===== config.mk =====
export PLATFORM = sky130hd
export DESIGN_NAME = layer_sequencer
export DESIGN_NICKNAME = d
export VERILOG_FILES = /design/src/rtl/layer_sequencer.sv
export SDC_FILE = /design/constraint.sdc
export NUM_CORES = 1
export LEC_CHECK = 0
export BUFFER_PORTS_ARGS = -buffer_cell sky130_fd_sc_hd__buf_2
export CELL_PAD_IN_SITES_DETAIL_PLACEMENT = 1
export CELL_PAD_IN_SITES_GLOBAL_PLACEMENT = 2
export CORE_MARGIN = 8
export CORE_UTILIZATION = 30
export CTS_CLUSTER_DIAMETER = 200
export CTS_CLUSTER_SIZE = 40
export DETAILED_ROUTE_END_ITERATION = 10
export GPL_ROUTABILITY_DRIVEN = 0
export PLACE_DENSITY = 0.87
export SETUP_SLACK_MARGIN = 0.02
export SKIP_LAST_GASP = 1
export SLEW_MARGIN = 20
export SYNTH_ARGS = -nofsm -noshare
export SYNTH_HDL_FRONTEND = slang
export SYNTH_SLANG_ARGS = --single-unit

===== constraint.sdc =====
create_clock -name clk -period 3 [get_ports clk]
set_input_delay 0.6 -clock clk [delete_from_list [all_inputs] [get_ports clk]]
set_output_delay 0.6 -clock clk [all_outputs]
set_load 0.02 [all_outputs]

===== src/rtl/layer_sequencer.sv =====
// Sequences up to NUM_STAGES datapath units in index order over a programmable
// number of iterations, with per-stage timeout and a sticky error flag.
module layer_sequencer #(
  parameter int unsigned NUM_STAGES = 4,
  parameter int unsigned ITER_W     = 8,
  parameter int unsigned TIMEOUT_W  = 16
) (
  input  logic                  clk,
  input  logic                  reset,
  input  logic                  start,
  input  logic [NUM_STAGES-1:0] stage_enable,
  input  logic [ITER_W-1:0]     num_iters,
  input  logic [TIMEOUT_W-1:0]  timeout_limit,
  output logic [NUM_STAGES-1:0] stage_start,
  input  logic [NUM_STAGES-1:0] stage_done,
  output logic                  busy,
  output logic                  done_all,
  output logic                  error,
  output logic [ITER_W-1:0]     iter_count
);

  localparam int unsigned IDX_W = (NUM_STAGES > 1) ? $clog2(NUM_STAGES) : 1;

  typedef enum logic [1:0] {IDLE, RUN, GAP, DONE} state_t;

  state_t                state, state_d;
  logic [NUM_STAGES-1:0] mask_q, mask_d;
  logic [ITER_W-1:0]     iters_q, iters_d;
  logic [TIMEOUT_W-1:0]  limit_q, limit_d;
  logic [TIMEOUT_W-1:0]  tcnt_q, tcnt_d;
  logic [IDX_W-1:0]      cur_q, cur_d;
  logic [NUM_STAGES-1:0] stage_start_d;
  logic                  busy_d, done_all_d, error_d;
  logic [ITER_W-1:0]     iter_count_d;

  logic [IDX_W-1:0]      low_in, low_q, hi_q;
  logic                  has_hi;
  logic [ITER_W-1:0]     iter_inc;

  // Priority scans: lowest enabled stage (new and latched mask), next higher enabled stage.
  always_comb begin
    low_in = '0;
    low_q  = '0;
    hi_q   = '0;
    has_hi = 1'b0;
    for (int i = int'(NUM_STAGES) - 1; i >= 0; i--) begin
      if (stage_enable[i]) low_in = IDX_W'(i);
      if (mask_q[i]) low_q = IDX_W'(i);
      if (mask_q[i] && (i > int'(cur_q))) begin
        hi_q   = IDX_W'(i);
        has_hi = 1'b1;
      end
    end
  end

  // Next-state and next-output logic.
  always_comb begin
    state_d       = state;
    mask_d        = mask_q;
    iters_d       = iters_q;
    limit_d       = limit_q;
    tcnt_d        = tcnt_q;
    cur_d         = cur_q;
    stage_start_d = stage_start;
    busy_d        = busy;
    done_all_d    = 1'b0;
    error_d       = error;
    iter_count_d  = iter_count;
    iter_inc      = iter_count + ITER_W'(1);

    case (state)
      IDLE: begin
        if (start) begin
          mask_d       = stage_enable;
          iters_d      = num_iters;
          limit_d      = timeout_limit;
          error_d      = 1'b0;
          iter_count_d = '0;
          tcnt_d       = '0;
          busy_d       = 1'b1;
          if ((stage_enable == '0) || (num_iters == '0)) begin
            state_d    = DONE;
            done_all_d = 1'b1;
          end else begin
            state_d       = RUN;
            cur_d         = low_in;
            stage_start_d = NUM_STAGES'(1) << low_in;
          end
        end
      end
      RUN: begin
        if (stage_done[cur_q]) begin
          stage_start_d = '0;
          tcnt_d        = '0;
          if (has_hi) begin
            state_d = GAP;
            cur_d   = hi_q;
          end else begin
            iter_count_d = iter_inc;
            if (iter_inc == iters_q) begin
              state_d    = DONE;
              done_all_d = 1'b1;
            end else begin
              state_d = GAP;
              cur_d   = low_q;
            end
          end
        end else if ((limit_q != '0) && (tcnt_q == limit_q - TIMEOUT_W'(1))) begin
          stage_start_d = '0;
          tcnt_d        = '0;
          error_d       = 1'b1;
          busy_d        = 1'b0;
          state_d       = IDLE;
        end else if (limit_q != '0) begin
          tcnt_d = tcnt_q + TIMEOUT_W'(1);
        end
      end
      GAP: begin
        state_d       = RUN;
        stage_start_d = NUM_STAGES'(1) << cur_q;
        tcnt_d        = '0;
      end
      DONE: begin
        state_d = IDLE;
        busy_d  = 1'b0;
      end
      default: state_d = IDLE;
    endcase
  end

  // State and output registers.
  always_ff @(posedge clk) begin
    if (reset) begin
      state       <= IDLE;
      mask_q      <= '0;
      iters_q     <= '0;
      limit_q     <= '0;
      tcnt_q      <= '0;
      cur_q       <= '0;
      stage_start <= '0;
      busy        <= 1'b0;
      done_all    <= 1'b0;
      error       <= 1'b0;
      iter_count  <= '0;
    end else begin
      state       <= state_d;
      mask_q      <= mask_d;
      iters_q     <= iters_d;
      limit_q     <= limit_d;
      tcnt_q      <= tcnt_d;
      cur_q       <= cur_d;
      stage_start <= stage_start_d;
      busy        <= busy_d;
      done_all    <= done_all_d;
      error       <= error_d;
      iter_count  <= iter_count_d;
    end
  end

endmodule


## After elaboration in Yosys (flattened, before gate mapping)

Cells that the tools add are included.

| word-level totals | value |
|---|---|
| bits in registers | 63 |
| input port bits | 35 |
| output and inout port bits | 15 |
| word-level logic and storage cells | 111 |

| operators by class | value |
|---|---|
| add/subtract/negate cells | 3 |
| $lt $le $gt $ge | 4 |
| equality and inequality tests | 14 |
| shifts and indexed selects | 2 |
| mux-type cells | 57 |
| reduce and logical (&&, ||, !) cells | 20 |

Operator list:

| operator | count |
|---|---|
| $mux 16 | 4 |
| $pmux 16 s3 | 1 |
| $mux 2 | 20 |
| $mux 8 | 3 |
| $mux 1 | 17 |
| $add 16x1->16 const B | 1 |
| $eq 16x16->1 | 1 |
| $mux 4 | 4 |
| $pmux 8 s2 | 1 |
| $reduce_and 4->1 | 4 |
| $reduce_bool 16->1 | 1 |
| $sub 16x1->16 const B | 1 |
| $ne 2x2->1 const B | 6 |
| $pmux 4 s3 | 1 |
| $add 8x1->8 const B | 1 |
| $eq 8x8->1 | 1 |
| $logic_not 8->1 | 1 |
| $pmux 2 s4 | 1 |
| $shl 1x2->4 const A | 2 |
| $ne 3x3->1 const B | 2 |
| $reduce_bool 3->1 | 2 |
| $reduce_and 5->1 | 1 |
| $eq 2x2->1 const B | 2 |
| $gt 2x2->1 const A | 2 |
| other kinds (15) | 20 |

## Depth between registers and ports, before layout

Gate-level depths: netlist (run 1).

| depth | value |
|---|---|
| depth after elaboration | 8 |
| depth in mapped cells | 11 |

## Worst setup path after synthesis (run 1)

Ideal clock, no wire load.

| timing | value |
|---|---|
| kind | reg-to-reg |
| start | reg limit_q[0] |
| end | reg stage_start[3] |
| setup time | 0.121 ns |
| arrival | 2.709 ns |
| data required time | 2.879 ns |
| path slack | 0.170 ns |
| stages on the path, launching flop included | 12 |
| buffers on the path | 1 |
| cells stage by stage | dfxtp_1 -> inv_1 -> ha_1 -> or3b_2 -> nor4b_4 -> mux2_2 -> mux2i_1 -> a21oi_1 -> a31o_2 -> and3_1 -> buf_6 -> mux2_4 |

| on the way | value |
|---|---|
| cells in the longest elaborated chain, start to end | 5 |

RTL lines:

| element | RTL line | RTL |
|---|---|---|
| from (decl) | 29 | `logic [TIMEOUT_W-1:0] limit_q, limit_d;` |
| from (signal assigned) | 149 | `limit_q <= limit_d;` |
| $sub 16x1->16 | 108 | `end else if ((limit_q != '0) && (tcnt_q == limit_q - TIMEOUT_W'(1))) begin` |
| $eq 16x16->1 | 108 |  |
| $logic_and 1x1->1 * | 108 |  |
| $ne 3x3->1 (no source line) * | n/a |  |
| $reduce_and 4->1 (no source line) * | n/a |  |
| to (signal assigned) | 152 | `stage_start <= stage_start_d;` |
| to (decl) | 14 | `output logic [NUM_STAGES-1:0] stage_start,` |

Every way passes the cells marked *; elsewhere a longest branch is shown, timed or not.
A chain may end at the register's enable or synchronous reset.

## Final worst setup path (run 1)

| timing | value |
|---|---|
| start | reg limit_q[3] |
| end | reg stage_start[3] |

The elaborated chain is that of the path after synthesis.

==> results of run 1 <==
[kinds of logic after synthesis]
logic type | after synthesis | synth area share [%]
DFF | 63 | 35.4
muxes | 11 | 3.62
AOI/OAI and AO/OA | 97 | 16.3
buffers and inverters | 37 | 5.09
xor gates and xnor gates | 39 | 9.59
and+or+nand+nor | 211 | 29.0
adders and majority gates | 3 | 1.05
[sequential cells by signal, summed over array words and instances, names as in the netlist]
| register | count |
|---|---|
| cur_q | 2 |
| iter_count | 8 |
| mask_q | 4 |
| done_all | 1 |
| iters_q | 8 |
| error | 1 |
| tcnt_q | 16 |
| stage_start | 4 |
| busy | 1 |
| limit_q | 16 |
| state | 2 |
[routing by layer]
| metal | wire, µm | vias to the layer above | global-route usage (%) |
|---|---|---|---|
| li1 | - | 1690 | - |
| met1 | 4600 | 1639 | 15.4 |
| met2 | 5270 | 58 | 24.2 |
| met3 | 397 | 9 | 2.59 |
| met4 | 112 | 0 | 4.58 |
| met5 | 0 | - | 0 |
[Yosys cell counts, types with 2 or more instances]
cell type and instances:
o21ai_0 15, nand3_1 10, nor2b_1 6, a31oi_1 5
nand2b_1 11, o21a_1 2, buf_4 3, xnor2_1 27
clkbuf_1 16, o22ai_1 2, inv_1 11, a21o_1 3
nor4b_1 2, o221ai_1 2, nor2_1 43, a21oi_1 49
and2_1 2, xor2_1 12, and3_1 11, ha_1 3
nand3b_1 4, dfxtp_1 63, a22oi_1 2, buf_1 2
o21bai_1 2, nand2_1 77, nor4_1 9, or3_1 8
buf_6 4, mux2i_1 8, o211ai_1 3, nand4_1 3
nor3_1 16, nand4b_1 2
[tightest hold or removal path, delay by kind of cell (launching register included)]
family / cells / cell delay (ns)
flip-flops: 1 / 0.31
AO/OA/AOI/OAI: 1 / 0.05
AND/OR/NAND/NOR: 1 / 0.05
[timing repair]
action | 4_1_cts | 5_1_grt
pin swaps | 0 | 1
setup endpoints to repair | 1 | 8
gates resized for setup | 1 | 4
hold endpoints to repair | 0 | 0
[layout make-up]
cell class / instances / area, µm² / share of cell area [%]
timing repair buffer: 59 / 320 / 7.49
multi-input combinational: 361 / 2140 / 50.1
sequential: 63 / 1260 / 29.5
clock buffer: 11 / 253 / 5.91
tap: 143 / 179 / 4.18
clock inverter: 5 / 80.1 / 1.87
inverter: 11 / 41.3 / 0.966
[through the flow]
step	utilization [%]	power (µW)	std cells
3_5_place_dp	34.1	1410	637
4_1_cts	37.0	2580	653
3_3_place_gp	34.1	1390	637
6_report	37.1	2550	653
2_1_floorplan	-	1280	461
5_1_grt	37.1	2670	653
[where the power goes]
| part | internal (µW) | total [µW] | switching [µW] | leakage, µW |
|---|---|---|---|---|
| logic | 196 | 462 | 266 | 0.00100 |
| clock network | 771 | 1150 | 381 | 0.000158 |
| registers | 881 | 939 | 58.1 | 0.000513 |
[worst max-delay path by stage]
stage / slack, ns / depth (start not counted) / end / start
floorplan: 0.17 / 11 / stage_start[3] / limit_q[0]
global placement: 0.15 / 10 / stage_start[3] / limit_q[0]
detailed placement: 0.02 / 8 / stage_start[3] / limit_q[3]
CTS: 0.03 / 11 / stage_start[3] / limit_q[0]
global route: 0.04 / 7 / stage_start[3] / limit_q[3]
finish: 0.16 / 7 / stage_start[3] / limit_q[3]
==> impl_metrics.env, run 1 <==
export IMPL_drtIter0Drc=154
export IMPL_drv_cap=0
export IMPL_slew_violations=0
export IMPL_wl_per_cell_um=15.9
export IMPL_nets=543
export IMPL_fin_crit_sh_pct=94.7
export IMPL_synthDominantCellAreaShare_pct=35.4
export IMPL_cts_buffer_depth=2
export IMPL_layout_drive_gt1_share_pct=17.8
export IMPL_rsz0062_at_grt="no"
export IMPL_fin_setup_tns_ns=0
export IMPL_tightest_slew_ns=0.600
export IMPL_layout_commonest_cell="nand2_1"
export IMPL_track_usage_pct=13.4
export IMPL_end_kind="flop"
export IMPL_cts_setup_buffers=0
export IMPL_place_area_um2=3920
export IMPL_n_antenna_cell=0
export IMPL_dr_pass1_iters=6
export IMPL_worstReg2RegStart="limit_q[3]"
export IMPL_p_per_area_nw_per_um2=597
export IMPL_hold_buffers=0
export IMPL_layout_common_cells="nand2_1 (77), dfxtp_1 (63), a21oi_1 (49), buf_2 (49), nor2_1 (42)"
export IMPL_chipHeight_um=125
export IMPL_timing_rr_end="stage_start[3]"
export IMPL_fin_ws_ns=0.159
export IMPL_yosys_area_top_type="dfxtp_1"
export IMPL_nFillCells=1430
export IMPL_place_port_buffers=49
export IMPL_initial_core_util_pct=30.9
export IMPL_ios=50
export IMPL_max_slew_margin_rel_pct=59.9
export IMPL_clock_sinks=63
export IMPL_synth_ff_type="dfxtp_1"
export IMPL_crit_buf_inv=0
export IMPL_design_area_um2=4280
export IMPL_grt_max_degree=31
export IMPL_cp_slowest_cell="or4_4"
export IMPL_async_reset_ff_share_pct=0
export IMPL_area_delta_synth_final_pct=20.1
export IMPL_cts_clk_slew_worst_paths_ns=0.06
export IMPL_yosysSeqAreaShare_pct=35.4
export IMPL_grt_pass1_vias=3578
export IMPL_synth_area_um2=3560
export IMPL_p_leak_uw=0.00167
export IMPL_clk_latency_ns=0.33
export IMPL_rrSetupSlack_ns=0.16
export IMPL_ys_types=57
export IMPL_num_rows=39
export IMPL_hpwlAfterDp_um=7830
export IMPL_critPathMaxFanout=9
export IMPL_die_w_um=125
export IMPL_critical_path_top_delay_family="simple AND/OR/NAND/NOR gates"
export IMPL_holdPathStages=2
export IMPL_cts_root_buffer="clkbuf_16"
export IMPL_hold_end="iters_q[5]"
export IMPL_antenna_found_initial=0
export IMPL_die_area_um2=15600
export IMPL_ir_drop_mv=0.221
export IMPL_fmax_mhz=352
export IMPL_synth_warnings=0
export IMPL_min_delay_start="iters_q[5]"
export IMPL_synth_area_per_cell_um2=7.72
export IMPL_pre_cts_ws_ns=0.0235
export IMPL_crit_type="flop to flop"
export IMPL_cp_arrival_ns=3.06
export IMPL_holdWs_ns=0.465
export IMPL_hold_violations=0
export IMPL_routed_wirelength_um=10400
export IMPL_vias=3396
export IMPL_cp_required_ns=3.22
export IMPL_grt_pass1_wl_um=17400
export IMPL_route_detailed_drc=0
export IMPL_cts_tree="done"
export IMPL_cts_htree_levels=3
export IMPL_ys_seq_elements=63
export IMPL_fin_crit_ns=2.84
export IMPL_cts_made_buffers=9
export IMPL_reg2regPathDepth=7
export IMPL_hold_path_class="flop to flop"
export IMPL_viasPerCell=5.20
export IMPL_status="finished clean"
export IMPL_synth_nets=499
export IMPL_worstSetupStartpointType="flop"
export IMPL_netlist_top_cells_area="dfxtp_1 (35%), nand2_1 (8.1%), a21oi_1 (6.9%)"
export IMPL_ant_nets=0
export IMPL_clock_skew_ns=0.00625
export IMPL_slowest_delay_ns=0.59
export IMPL_crit_chain="or4_4, nor4_1, a21oi_1, nor4_2, a31o_2, and3_4, mux2_4"
export IMPL_gr_total_overflow=0
export IMPL_synth_edf_count=0
export IMPL_syn_inst=461
export IMPL_setup_viol=0
export IMPL_coreArea_um2=11500
Power figures use the tool's default switching activity.
==> run 2: changes to the inputs <==
--- a/config.mk
+++ b/config.mk
@@ -6,15 +6,14 @@
 export NUM_CORES = 1
 export LEC_CHECK = 0
 export BUFFER_PORTS_ARGS = -buffer_cell sky130_fd_sc_hd__buf_2
-export CELL_PAD_IN_SITES_DETAIL_PLACEMENT = 1
-export CELL_PAD_IN_SITES_GLOBAL_PLACEMENT = 2
 export CORE_MARGIN = 8
-export CORE_UTILIZATION = 30
+export CORE_UTILIZATION = 45
 export CTS_CLUSTER_DIAMETER = 200
 export CTS_CLUSTER_SIZE = 40
 export DETAILED_ROUTE_END_ITERATION = 10
 export GPL_ROUTABILITY_DRIVEN = 0
-export PLACE_DENSITY = 0.87
+export MAX_ROUTING_LAYER = met4
+export PLACE_DENSITY = 0.79
 export SETUP_SLACK_MARGIN = 0.02
 export SKIP_LAST_GASP = 1
 export SLEW_MARGIN = 20
==> run 2 against run 1 <==
  * Sequential power about the same
  * Maximum frequency fell by 0.32%
  * Die area is 29% lower
  * Largest cell class unchanged
  * Non-clock buffer count down 4
  * Design area decreased by 4.9%
  * Global-route usage increased by 3.1 points
==> impl_metrics.env, run 2 (synthesized netlist as in run 1, its figures left out) <==
export IMPL_grt_pass1_vias=3175
export IMPL_routed_wirelength_um=8630
export IMPL_place_port_buffers=49
export IMPL_use_met2_pct=24.6
export IMPL_holdWs_ns=0.470
export IMPL_cts_clk_slew_worst_paths_ns=0.07
export IMPL_gr_total_overflow=0
export IMPL_route_detailed_drc=0
export IMPL_fmax_mhz=351
export IMPL_p_leak_uw=0.00161
export IMPL_fin_crit_ns=2.85
export IMPL_initial_core_util_pct=46.3
export IMPL_clock_skew_ns=0.00844
export IMPL_grt_busiest_layer="met2"
export IMPL_critPathMaxFanout=9
export IMPL_end_kind="flop"
export IMPL_n_antenna_cell=0
export IMPL_cp_arrival_ns=3.08
export IMPL_chipHeight_um=105
export IMPL_seq_area_um2=1260
export IMPL_coreArea_um2=7690
export IMPL_layout_drive_gt1_share_pct=16.6
export IMPL_dr_pass1_iters=6
export IMPL_hold_violations=0
export IMPL_crit_type="flop to flop"
export IMPL_setup_viol=0
export IMPL_tightest_slew_ns=0.620
export IMPL_cts_made_buffers=9
export IMPL_cts_buffer_depth=2
export IMPL_final_core_util_pct=52.9
export IMPL_use_met1_pct=20.9
export IMPL_p_per_area_nw_per_um2=537
export IMPL_multi_input_area_um2=2120
export IMPL_met3_usage_pct=2.95
export IMPL_worstSetupStartpointType="flop"
export IMPL_area_delta_synth_final_pct=14.2
export IMPL_die_w_um=105
export IMPL_hpwlAfterDp_um=6370
export IMPL_ir_drop_mv=0.265
export IMPL_ant_nets=0
export IMPL_top_regs="limit_q x16, tcnt_q x16"
export IMPL_drtIter0Drc=286
export IMPL_ios=50
export IMPL_cts_root_buffer="clkbuf_8"
export IMPL_num_rows=32
export IMPL_cts_htree_levels=3
export IMPL_clk_latency_ns=0.35
export IMPL_nets=539
export IMPL_layout_commonest_cell="nand2_1"
export IMPL_cts_tree="done"
export IMPL_fin_crit_sh_pct=95.0
export IMPL_die_area_um2=11000
export IMPL_viasPerCell=5.47
export IMPL_cp_required_ns=3.23
export IMPL_vias=3328
export IMPL_slew_violations=0
export IMPL_fin_setup_tns_ns=0
export IMPL_max_slew_margin_rel_pct=58.4
export IMPL_layout_common_cells="nand2_1 (77), dfxtp_1 (63), a21oi_1 (49), buf_2 (49), nor2_1 (42)"
export IMPL_antenna_found_initial=0
export IMPL_hold_path_class="flop to flop"
export IMPL_wl_per_cell_um=14.2
export IMPL_drv_cap=0
export IMPL_clock_sinks=63
export IMPL_rsz0062_at_grt="no"
export IMPL_grt_max_degree=29
export IMPL_grt_pass1_wl_um=14800
export IMPL_nFillCells=728
export IMPL_track_usage_pct=16.5
export IMPL_status="finished clean"
run 2: cell count changes in the layout (fill, tap and decap cells not counted), sizes merged:
cell,before,now
buf,59,55
clkinv,1,4
clkinvlp,2,0
clkbuf,11,10
run 2: critical path, cell delays in order (launching register included):
cell,delay (ns)
dfxtp_1,0.39
or4_4,0.59
nor4_1,0.31
xnor2_1,0.17
o211ai_1,0.12
nor4_1,0.40
a31o_2,0.26
and3_1,0.20
mux2_4,0.30
run 2: path summary, 6_finish.rpt:
kind	from	to	slack, ns	cells past startpoint
min	iters_q[7]	iters_q[7]	0.47	2
max	limit_q[3]	stage_start[3]	0.15	8
max reg2reg	limit_q[3]	stage_start[3]	0.15	8
min reg2reg	iters_q[7]	iters_q[7]	0.47	2
run 2: layout make-up:
| type | count | share of cell area, % |
|---|---|---|
| inverter | 11 | 1.02 |
| multi-input combinational | 361 | 52.2 |
| timing repair buffer | 55 | 7.14 |
| tap | 102 | 3.14 |
| clock inverter | 6 | 2.06 |
| sequential | 63 | 31.0 |
| clock buffer | 10 | 3.39 |
run 2: per-layer routing:
layer / vias to the layer above / wire [µm]
met5: - / 0
met4: 0 / 220
met3: 22 / 501
met2: 134 / 3860
met1: 1486 / 4040
li1: 1686 / -
run 2: per-stage QoR:
step	setup WS, ns	std cells	area [µm²]	power [µW]
2_1_floorplan	0.170	461	3560	1280
3_3_place_gp	0.184	591	3830	1360
3_5_place_dp	0.0886	591	3830	1380
4_1_cts	0.0661	607	4060	2190
5_1_grt	0.0540	608	4070	2290
6_report	0.150	608	4070	2180
run 2: repair_timing:
| item | 4_1_cts | 5_1_grt |
|---|---|---|
| gates resized for setup | 0 | 1 |
| endpoints found under the hold margin | 0 | 0 |
| endpoints found under the setup margin | 0 | 18 |
| hold buffers | 0 | 0 |
| buffers inserted | 0 | 1 |
run 2: power by group:
group	switching (µW)	internal, µW	leakage, µW
clock network	324	487	0.000116
logic	245	187	0.000980
registers	59.4	880	0.000513
